<file path="src/rtl/reg_scoreboard_if.sv">
// reg_scoreboard_if: decode/writeback <-> scoreboard bundle.
// master drives decode and writeback info; slave returns stall/pending/err.
interface reg_scoreboard_if #(
    parameter int CNT_W = 3
);
    logic [4:0]       i_id_rs1;
    logic [4:0]       i_id_rs2;
    logic             i_id_use_rs1;
    logic             i_id_use_rs2;
    logic [4:0]       i_id_rd;
    logic             i_id_reg_write;
    logic             i_issue_valid;
    logic             i_issue_long;
    logic             i_flush;
    logic             i_wb_valid;
    logic [4:0]       i_wb_rd;
    logic             o_stall;
    logic [31:0]      o_pending;
    logic [CNT_W-1:0] o_pending_count;
    logic             o_wb_err;

    modport master (
        output i_id_rs1, i_id_rs2, i_id_use_rs1, i_id_use_rs2,
        output i_id_rd, i_id_reg_write, i_issue_valid, i_issue_long,
        output i_flush, i_wb_valid, i_wb_rd,
        input  o_stall, o_pending, o_pending_count, o_wb_err
    );

    modport slave (
        input  i_id_rs1, i_id_rs2, i_id_use_rs1, i_id_use_rs2,
        input  i_id_rd, i_id_reg_write, i_issue_valid, i_issue_long,
        input  i_flush, i_wb_valid, i_wb_rd,
        output o_stall, o_pending, o_pending_count, o_wb_err
    );
endinterface

</file>
<file path="src/rtl/reg_scoreboard.sv">
// reg_scoreboard: tracks pending long-latency destinations, stalls decode.
// Ports: i_clk, i_rst_n (async low), sb (reg_scoreboard_if.slave).
// Optional macro SCOREBOARD_BYPASS_EN: same-cycle writeback masks hazards.
module reg_scoreboard #(
    parameter int MAX_OUTSTANDING = 4,
    parameter int CNT_W           = 3
) (
    input  logic            i_clk,
    input  logic            i_rst_n,
    reg_scoreboard_if.slave sb
);
    logic [31:0]      pend_q;
    logic [31:0]      pend_d;
    logic [CNT_W-1:0] cnt_q;
    logic [CNT_W-1:0] cnt_d;
    logic             err_q;
    logic             err_d;

    logic [31:0] wb_oh;
    logic [31:0] rd_oh;
    logic [31:0] hz_vec;
    logic        clr;
    logic        set;
    logic        raw1;
    logic        raw2;
    logic        waw;
    logic        full;
    logic        stall;

    always_comb begin
        wb_oh = 32'd0;
        if (sb.i_wb_valid)
            wb_oh = 32'd1 << sb.i_wb_rd;
        rd_oh = 32'd1 << sb.i_id_rd;
        clr   = sb.i_wb_valid && pend_q[sb.i_wb_rd];
    end

    // Hazard view: with bypass the register being written back
    // this cycle is treated as already available.
    always_comb begin
`ifdef SCOREBOARD_BYPASS_EN
        hz_vec = pend_q & ~wb_oh;
        full   = sb.i_issue_long && !clr &&
                 (cnt_q == CNT_W'(MAX_OUTSTANDING));
`else
        hz_vec = pend_q;
        full   = sb.i_issue_long &&
                 (cnt_q == CNT_W'(MAX_OUTSTANDING));
`endif
        hz_vec[0] = 1'b0;
        raw1  = sb.i_id_use_rs1 && hz_vec[sb.i_id_rs1];
        raw2  = sb.i_id_use_rs2 && hz_vec[sb.i_id_rs2];
        waw   = sb.i_id_reg_write && hz_vec[sb.i_id_rd];
        stall = raw1 || raw2 || waw || full;
    end

    always_comb begin
        set = sb.i_issue_valid && sb.i_issue_long &&
              sb.i_id_reg_write && !stall && !sb.i_flush &&
              (sb.i_id_rd != 5'd0);
    end

    // Clear applies first, then set, so a same-register
    // set+clear leaves the bit high.
    always_comb begin
        pend_d = pend_q;
        if (clr)
            pend_d = pend_d & ~wb_oh;
        if (set)
            pend_d = pend_d | rd_oh;
        pend_d[0] = 1'b0;

        cnt_d = cnt_q;
        unique case (1'b1)
            (set && !clr): cnt_d = cnt_q + CNT_W'(1);
            (clr && !set): cnt_d = cnt_q - CNT_W'(1);
            default:       cnt_d = cnt_q;
        endcase

        err_d = sb.i_wb_valid && !pend_q[sb.i_wb_rd];
    end

    always_ff @(posedge i_clk or negedge i_rst_n) begin
        if (!i_rst_n) begin
            pend_q <= 32'd0;
            cnt_q  <= '0;
            err_q  <= 1'b0;
        end else begin
            pend_q <= pend_d;
            cnt_q  <= cnt_d;
            err_q  <= err_d;
        end
    end

    assign sb.o_stall         = stall;
    assign sb.o_pending       = pend_q;
    assign sb.o_pending_count = cnt_q;
    assign sb.o_wb_err        = err_q;
endmodule

</file>
<file path="src/flat_wrapper.sv">
// flat-port wrapper written by rule: the top's interface ports become plain ports
module reg_scoreboard_flat 
#(
    parameter int MAX_OUTSTANDING = 4,
    parameter int CNT_W           = 3
)
  (i_clk, i_rst_n, sb_i_id_rs1, sb_i_id_rs2, sb_i_id_use_rs1, sb_i_id_use_rs2, sb_i_id_rd, sb_i_id_reg_write, sb_i_issue_valid, sb_i_issue_long, sb_i_flush, sb_i_wb_valid, sb_i_wb_rd, sb_o_stall, sb_o_pending, sb_o_pending_count, sb_o_wb_err);
  reg_scoreboard_if #(.CNT_W(CNT_W)) sb_i ();
  input  logic i_clk;
  input  logic i_rst_n;
  input wire logic [$bits(sb_i.i_id_rs1)-1:0] sb_i_id_rs1;
  input wire logic [$bits(sb_i.i_id_rs2)-1:0] sb_i_id_rs2;
  input wire logic [$bits(sb_i.i_id_use_rs1)-1:0] sb_i_id_use_rs1;
  input wire logic [$bits(sb_i.i_id_use_rs2)-1:0] sb_i_id_use_rs2;
  input wire logic [$bits(sb_i.i_id_rd)-1:0] sb_i_id_rd;
  input wire logic [$bits(sb_i.i_id_reg_write)-1:0] sb_i_id_reg_write;
  input wire logic [$bits(sb_i.i_issue_valid)-1:0] sb_i_issue_valid;
  input wire logic [$bits(sb_i.i_issue_long)-1:0] sb_i_issue_long;
  input wire logic [$bits(sb_i.i_flush)-1:0] sb_i_flush;
  input wire logic [$bits(sb_i.i_wb_valid)-1:0] sb_i_wb_valid;
  input wire logic [$bits(sb_i.i_wb_rd)-1:0] sb_i_wb_rd;
  output wire logic [$bits(sb_i.o_stall)-1:0] sb_o_stall;
  output wire logic [$bits(sb_i.o_pending)-1:0] sb_o_pending;
  output wire logic [$bits(sb_i.o_pending_count)-1:0] sb_o_pending_count;
  output wire logic [$bits(sb_i.o_wb_err)-1:0] sb_o_wb_err;
  assign sb_i.i_id_rs1 = sb_i_id_rs1;
  assign sb_i.i_id_rs2 = sb_i_id_rs2;
  assign sb_i.i_id_use_rs1 = sb_i_id_use_rs1;
  assign sb_i.i_id_use_rs2 = sb_i_id_use_rs2;
  assign sb_i.i_id_rd = sb_i_id_rd;
  assign sb_i.i_id_reg_write = sb_i_id_reg_write;
  assign sb_i.i_issue_valid = sb_i_issue_valid;
  assign sb_i.i_issue_long = sb_i_issue_long;
  assign sb_i.i_flush = sb_i_flush;
  assign sb_i.i_wb_valid = sb_i_wb_valid;
  assign sb_i.i_wb_rd = sb_i_wb_rd;
  assign sb_o_stall = sb_i.o_stall;
  assign sb_o_pending = sb_i.o_pending;
  assign sb_o_pending_count = sb_i.o_pending_count;
  assign sb_o_wb_err = sb_i.o_wb_err;
  reg_scoreboard #(.MAX_OUTSTANDING(MAX_OUTSTANDING), .CNT_W(CNT_W)) u_core (.i_clk(i_clk), .i_rst_n(i_rst_n), .sb(sb_i));
endmodule
</file>
<file path="config.mk">
export PLATFORM = sky130hd
export DESIGN_NAME = reg_scoreboard_flat
export DESIGN_NICKNAME = d
export VERILOG_FILES = /design/src/rtl/reg_scoreboard_if.sv /design/src/rtl/reg_scoreboard.sv /design/src/flat_wrapper.sv
export SDC_FILE = /design/constraint.sdc
export NUM_CORES = 1
export LEC_CHECK = 0
export BUFFER_PORTS_ARGS = -buffer_cell sky130_fd_sc_hd__buf_2
export CAP_MARGIN = 20
export CORE_ASPECT_RATIO = 0.75
export CORE_MARGIN = 4
export CORE_UTILIZATION = 45
export CTS_BUF_LIST = sky130_fd_sc_hd__clkbuf_16
export DETAILED_ROUTE_END_ITERATION = 16
export PLACE_DENSITY_LB_ADDON = 0.1
export SLEW_MARGIN = 10
export SYNTH_ARGS = -nofsm -noshare
export SYNTH_HDL_FRONTEND = slang
export SYNTH_SLANG_ARGS = --single-unit
export TNS_END_PERCENT = 100
</file>
<file path="constraint.sdc">
create_clock -name i_clk -period 6.35 [get_ports i_clk]
set_input_delay 1.27 -clock i_clk [delete_from_list [all_inputs] [get_ports i_clk]]
set_output_delay 1.27 -clock i_clk [all_outputs]
set_load 0.01 [all_outputs]
</file>
==> metrics.md, run 1 <==
| Metric | Value |
|---|---|
| Number of instances resized during post-cts repair | `0` |
| Total length of routed wires | `just under 10 mm` |
| Most area-hungry cell type in the Yosys netlist | `dfrtp_1` |
| DPL Wire Length | `7.025 mm` |
| Vias in the first global route | `roughly 2700` |
| Most used flip-flop cell after synthesis | `dfrtp_1` |
| DP Area | `roughly 3300 um^2` |
| Die ar. | `between 8000 and 9000 um^2` |
| Largest vdd supply drop | `about 0.00014 V` |
| Core area | `around 6400 um^2` |
| Worst slew pin tran | `approximately 1100 ps` |
| Tightest Hold Check Type | `reg -> reg` |
| Total Routing Usage GR | `0.2537` |
| Yosys warns | `0` |
| Worst hold margin | `about 490 ps` |
| Count of buffers from port buffering | `between 60 and 70` |
| Maximum clock skew at final layout | `5.564 ps` |
| Routability congestion estimate from global placement | `0.8744` |
| Endpoints failing hold | `0` |
| Fmax achieved | `about 220 MHz` |
| TritonCTS clock tree | `done` |
| Outcome | `finished, final reports clean` |
| Post-synth cell types | `45` |
| Top post-synthesis cells by area | `dfrtp_1, mux4_2, o21ai_2` |
| Chip Height | `slightly below 80 um` |
| Remaining global-route overflow | `0` |
| Unrepaired setup endpoints after global routing | `false` |
| Share of synthesized flip-flops with an asynchronous set or reset | `1.000` |
| Leakage power of the design | `approximately 1.5 nW` |
| Number of standard cells after synthesis | `about 280` |
| Detail-routed net length per standard cell | `roughly 23 um` |
| MaxCap Viol Count | `0` |
| Layout-stage area growth over the synthesis result | `14.90%` |
| Register area share after synthesis | `0.2913` |
| Total number of vias | `about 2700` |
| IO Pins | `66` |
| Post-Synthesis Cell Area | `around 3000 um^2` |
| Largest fanout on the critical path | `33` |
| CP endpoint kind | `primary output` |
| Horizontal extent of the die | `roughly 100 um` |
| WS Path Type | `in -> out` |
| Period minus WS final | `4596 ps` |
| Hold buffers post-CTS | `0` |
| # setup viols final | `0` |
| CTS H-tree depth | `2` |
| Clk_lat worst skew | `~280 ps` |
| Total DRC errors in the routed layout | `0` |
| Number of diodes added for antenna fixing | `0` |
| Mean number of vias per cell | `6.511` |
| Yosys top cell area share | `0.2913` |
| Max-slew violations | `0` |
| Most numerous cell types in the synthesized netlist | `nand3_1, dfrtp_1, o21ai_0, o21ai_2, mux4_2` |
| EDFF count, synth | `0` |
| Clock slew seen by the registers of the worst setup and hold paths | `60 ps` |
| Initial standard-cell utilization of the core | `0.4712` |
| Post-route cell area | `between 3000 and 4000 um^2` |
| Detailed Routing Iterations Pass 1 | `5` |
| Post-CTS setup buffers | `0` |
| CTS root buf | `clkbuf_16` |
| Startpoint kind of the worst setup timing path | `input pin` |
| Setup Total Neg Slack | `0 ps` |
| TritonCTS Buffers | `5` |
| Final antenna-violating net count | `0` |
| Pin count of the biggest net entering global routing | `36` |
| Starting DRT DRC Count | `262` |
| Critical Path AT | `3330 ps` |
| Total number of nets in the final design | `368` |
| Number of antenna violations at the first check in global routing | `0` |
| FP Rows | `25` |
| Period Utilization, post-route | `0.7237` |
| Count of clock tree sinks | `35` |
| Net count after synthesis | `315` |
| Data required time at the worst endpoint | `between 5000 and 6000 ps` |
| Max-Slew Margin vs Limit | `0.2448` |
| Power per standard cell area | `slightly above 200 nW/um^2` |
| Most numerous cell in the Yosys netlist | `nand3_1` |
| Clock Path Buffers | `2` |
| Share of cells above drive strength 1 | `0.4083` |
| Mean cell area of the mapped netlist | `roughly 11 um^2` |
| Synth Register Bits | `35` |
| Global-route wire length before repair | `approximately 15 mm` |
-- stage by stage --
step / power, mW / setup slack (ps) / utilization / cells
floorplan: 0.4132 / 2188 / - / 284
CTS: 0.7143 / 1774 / 0.5406 / 418
finish: 0.7130 / 1754 / 0.5414 / 419
global route: 0.7445 / 1685 / 0.5414 / 419
detailed placement: 0.4823 / 1743 / 0.5190 / 410
global placement: 0.4811 / 1802 / 0.5190 / 410
-- final cells by class --
class / instances / area [um^2]
Fill cell: 580 / 2927
Multi-Input combinational cell: 220 / 1969
Sequential cell: 35 / 875.8
Timing Repair Buffer: 67 / 340.3
Clock buffer: 5 / 125.1
Tap cell: 81 / 101.3
Inverter: 8 / 30.03
Clock inverter: 3 / 12.51
-- per-layer routing --
| metal | vias up | wire length, um | global-route usage |
|---|---|---|---|
| li1 | 1210 | - | - |
| met1 | 1361 | 4315 | 0.3754 |
| met2 | 149 | 4673 | 0.3949 |
| met3 | 8 | 708 | 0.04126 |
| met4 | 0 | 109 | 0.05242 |
| met5 | - | 0 | 0 |
-- worst paths after layout --
check                      depth (start not counted)                      endpoint  slack [ps]                         start
setup / recovery                                   8                    sb_o_stall        1750                sb_i_id_rs1[1]
hold / removal                                     1  u_core.sb.o_pending_count[2]         490  u_core.sb.o_pending_count[2]
setup reg to reg                                  13  u_core.sb.o_pending_count[2]        2820        u_core.sb.o_pending[4]
hold reg to reg                                    1  u_core.sb.o_pending_count[2]         490  u_core.sb.o_pending_count[2]
max in group asynchronous                          1       u_core.sb.o_pending[23]        4740                       i_rst_n
min in group asynchronous                          1       u_core.sb.o_pending[15]        1080                       i_rst_n
-- power by group --
group / switching (mW) / internal, mW
Clock: 0.0907 / 0.142
Sequential: 0.0400 / 0.245
Combinational: 0.111 / 0.0843
-- cell usage in the layout, fill, tap and decap left out, types with 2 or more instances in the layout --
cell / n
nand2_1: 11
inv_1: 10
or2_2: 4
mux2_2: 5
and2_1: 2
nor3b_1: 3
buf_4: 2
nor3_1: 6
dfrtp_1: 35
clkbuf_16: 5
nand3_1: 36
a22oi_1: 2
and3_1: 2
nand4b_1: 2
buf_2: 65
mux2i_1: 12
nor2_1: 6
nand4_1: 2
xor2_1: 2
mux4_1: 6
a21oi_1: 2
o21ai_0: 35
nand2b_1: 4
o21ai_2: 29
nor2b_1: 7
nand3b_1: 3
or3_1: 2
mux4_2: 23
-- worst max-delay path, stage by stage --
cell and delay (ps):
buf_2 220, mux4_2 520, mux4_2 460, nand2b_1 160, nand4_2 100, buf_4 330
nand2b_1 110, buf_2 150
-- registers in the layout (all words and copies together) (netlist names) --
name,flops
u_core.sb.o_pending,31
u_core.sb.o_pending_count,3
u_core.sb.o_wb_err,1
-- cell families (layout without fill, tap and decap cells) --
group	after synthesis	count (layout)	share of synthesized area
muxes	46	46	0.2834
DFF	35	35	0.2913
xor gates and xnor gates	3	3	0.008741
buffers and inverters	29	83	0.05368
and+or+nand+nor	92	92	0.1706
adders and majority gates	2	2	0.01082
AOI/OAI and AO/OA	76	76	0.1802
other	1	1	0.001247
Power figures use the tool's default switching activity.
==> inputs of run 2 (changes only) <==
Clock period 6.35 ns to 4.7 ns, I/O delays scaled along.
==> run 2 against run 1 <==
Effect of this change:
- clock-buffer cell count unchanged
- global-route usage down 0.87 points
- sequential cell count unchanged
- hold slack better by 25 ps
- sequential power up 34%
==> metrics.md, run 2 (same netlist as run 1, synthesis figures left out) <==
| Metric | Value |
|---|---|
| Mean number of vias per cell | `6.489 (-0.33%)` |
| Layout-stage area growth over the synthesis result | `16.19%` |
| Most used cells in the layout excluding fill and tap cells | `buf_2, nand3_1, o21ai_0, dfrtp_1, o21ai_2` |
| TritonCTS clock tree | `done` |
| Hold buffers post-CTS | `0 (unchanged)` |
| CTS root buf | `clkbuf_16` |
| # setup viols final | `0 (unchanged)` |
| Tightest Hold Check Type | `reg -> reg` |
| Worst path most repeated cell | `buf_2` |
| CP top delay family | `multiplexers` |
| Setup Total Neg Slack | `0 ps (unchanged)` |
| Startpoint kind of the worst setup timing path | `input pin` |
| Total Routing Usage GR | `0.2450 (-0.008694)` |
| Outcome | `finished, final reports clean` |
| Fmax achieved | `roughly 240 MHz` |
| Max-Slew Margin vs Limit | `0.3322 (+0.08731)` |
| Share of cells above drive strength 1 | `0.4147 (+0.006422)` |
| DPL Wire Length | `7.030 mm (about the same)` |
| Initial standard-cell utilization of the core | `0.4712 (unchanged)` |
| Critical Path AT | `3240 ps (-90 ps)` |
| Global-route wire length before repair | `14.81 mm (-3.0%)` |
| CTS H-tree depth | `2 (unchanged)` |
| CP endpoint kind | `primary output` |
| Vias in the first global route | `2627 (-2.3%)` |
| Leakage power of the design | `1.540 nW (+1.1%)` |
| Largest vdd supply drop | `0.0001823 V (+30%)` |
| MaxCap Viol Count | `0 (unchanged)` |
| Post-CTS setup buffers | `0 (unchanged)` |
| Final antenna-violating net count | `0 (unchanged)` |
| Total DRC errors in the routed layout | `0 (unchanged)` |
| Worst-case setup slack after placement | `523.8 ps (-1219 ps)` |
| Buffers plus inverters on the worst setup path | `2 (-1)` |
| Core area | `6381 um^2 (unchanged)` |
| Pin count of the biggest net entering global routing | `36 (unchanged)` |
| Period Utilization, post-route | `0.8892` |
| Starting DRT DRC Count | `282 (+7.6%)` |
| Largest register FFs | `31 (unchanged)` |
| Switching part of the total power | `0.3212 (-0.01810)` |
| Largest fanout on the critical path | `16 (-52%)` |
| Data required time at the worst endpoint | `3760 ps (-1320 ps)` |
| TritonCTS Buffers | `5 (unchanged)` |
| Detailed Routing Iterations Pass 1 | `5 (unchanged)` |
| Period minus WS final | `roughly 4200 ps` |
| Count of filler cells inserted in the layout | `587 (+1.2%)` |
| Unrepaired setup endpoints after global routing | `false` |
| WS Path Type | `in -> out` |
| Total length of routed wires | `9.540 mm (-2.7%)` |
| Slack of the worst reg-to-reg path | `1480 ps (-1340 ps)` |
| Number of antenna violations at the first check in global routing | `0 (unchanged)` |
| Worst Slack Setup Final | `520.8 ps (-1234 ps)` |
| Total number of vias | `2732 (+0.15%)` |
| Worst slew pin tran | `994.1 ps (-130.0 ps)` |
| Max-slew violations | `0 (unchanged)` |
| Remaining global-route overflow | `0 (unchanged)` |
| Crit-path slowest cell | `mux4_1` |
| Detail-routed net length per standard cell | `22.66 um (-3.2%)` |
| Clock Path Buffers | `2 (unchanged)` |
| Overall power consumption | `1.020 mW (+43%)` |
| IO Pins | `66 (unchanged)` |
| Endpoints failing hold | `0 (unchanged)` |
| NetSw | `0.3276 mW (+35%)` |
| Most common cell after layout, fill and taps aside | `buf_2` |
| Count of clock tree sinks | `35 (unchanged)` |
| Count of buffers from port buffering | `64 (unchanged)` |
| P_int | `0.6923 mW (+47%)` |
| Die ar. | `8067 um^2 (unchanged)` |
| Number of diodes added for antenna fixing | `0 (unchanged)` |
| Total number of nets in the final design | `370 (+0.54%)` |
| Critical path cell sequence | `buf_2 -> mux4_1 -> mux4_2 -> o211ai_2 -> o311ai_4 -> nand2b_1 -> buf_2` |
| Number of instances resized during post-cts repair | `0 (unchanged)` |
| Proportion of power drawn by the clock network | `0.366 (+0.040)` |
| Power per standard cell area | `291.9 nW/um^2 (+41%)` |
| Clock slew seen by the registers of the worst setup and hold paths | `50 ps (about the same)` |
| Portion of total power attributed to combinational logic | `0.259 (-0.015)` |
| Chip Height | `78.79 um (unchanged)` |
| Sequential fraction of design power | `0.376 (-0.024)` |
| Worst hold margin | `510.7 ps (+24.78 ps)` |
| Routability congestion estimate from global placement | `0.9511 (+8.8%)` |
| Maximum clock skew at final layout | `3.537 ps (-2.027 ps)` |
| Slowest cell delay on critical path | `600 ps (+80 ps)` |
| Horizontal extent of the die | `102.4 um (unchanged)` |
| Clk_lat worst skew | `280 ps (about the same)` |
| FP Rows | `25 (unchanged)` |
## run 2: layout make-up
cell class	instances	area [um^2]	share of cell area
Timing Repair Buffer	69	352.8	0.1010
Sequential cell	35	875.8	0.2507
Clock buffer	5	125.1	0.03582
Inverter	8	30.03	0.008596
Clock inverter	3	38.79	0.01110
Multi-Input combinational cell	220	1969	0.5638
Tap cell	81	101.3	0.02901
## run 2: power by group through the flow
stage | clock [mW] | combinational [mW] | sequential, mW
floorplan | 0 | 0.175 | 0.383
global placement | 0 | 0.261 | 0.388
detailed placement | 0 | 0.264 | 0.387
CTS | 0.379 | 0.265 | 0.382
global route | 0.393 | 0.290 | 0.388
finish | 0.373 | 0.264 | 0.383
## run 2: through the flow
step | utilization | instance area [um^2] | cells
final | 0.5475 | 3493 | 421
after global routing | 0.5475 | 3493 | 421
after CTS | 0.5467 | 3488 | 420
after detailed placement | 0.5210 | 3324 | 412
after global placement | 0.5190 | 3312 | 410
after floorplan | - | 3007 | 284
## run 2: worst reg2reg max path: stages (launching register included)
cell and delay [ps]:
dfrtp_1 490, mux4_2 510, mux4_2 510, o211ai_2 200, o311ai_4 310, nand3b_4 260, ha_1 230, inv_1 70
fa_1 170, xor2_1 140, nor2_1 60, xor2_1 140
## run 2: worst paths after layout
kind	from	depth (start not counted)	end
hold reg to reg	u_core.sb.o_pending_count[2]	1	u_core.sb.o_pending_count[2]
hold / removal	u_core.sb.o_pending_count[2]	1	u_core.sb.o_pending_count[2]
max in group asynchronous	i_rst_n	1	u_core.sb.o_pending[29]
min in group asynchronous	i_rst_n	1	u_core.sb.o_pending[15]
setup / recovery	sb_i_id_rd[0]	7	sb_o_stall
setup reg to reg	u_core.sb.o_pending[12]	11	u_core.sb.o_pending_count[2]
## run 2: layer usage
layer  vias up  GRT usage  routed length (um)
met5         -          0                   0
met4         0    0.06291                 116
met3        11    0.05619                1002
met2       159     0.3560                4272
met1      1348     0.3685                4148
li1       1214          -                   -
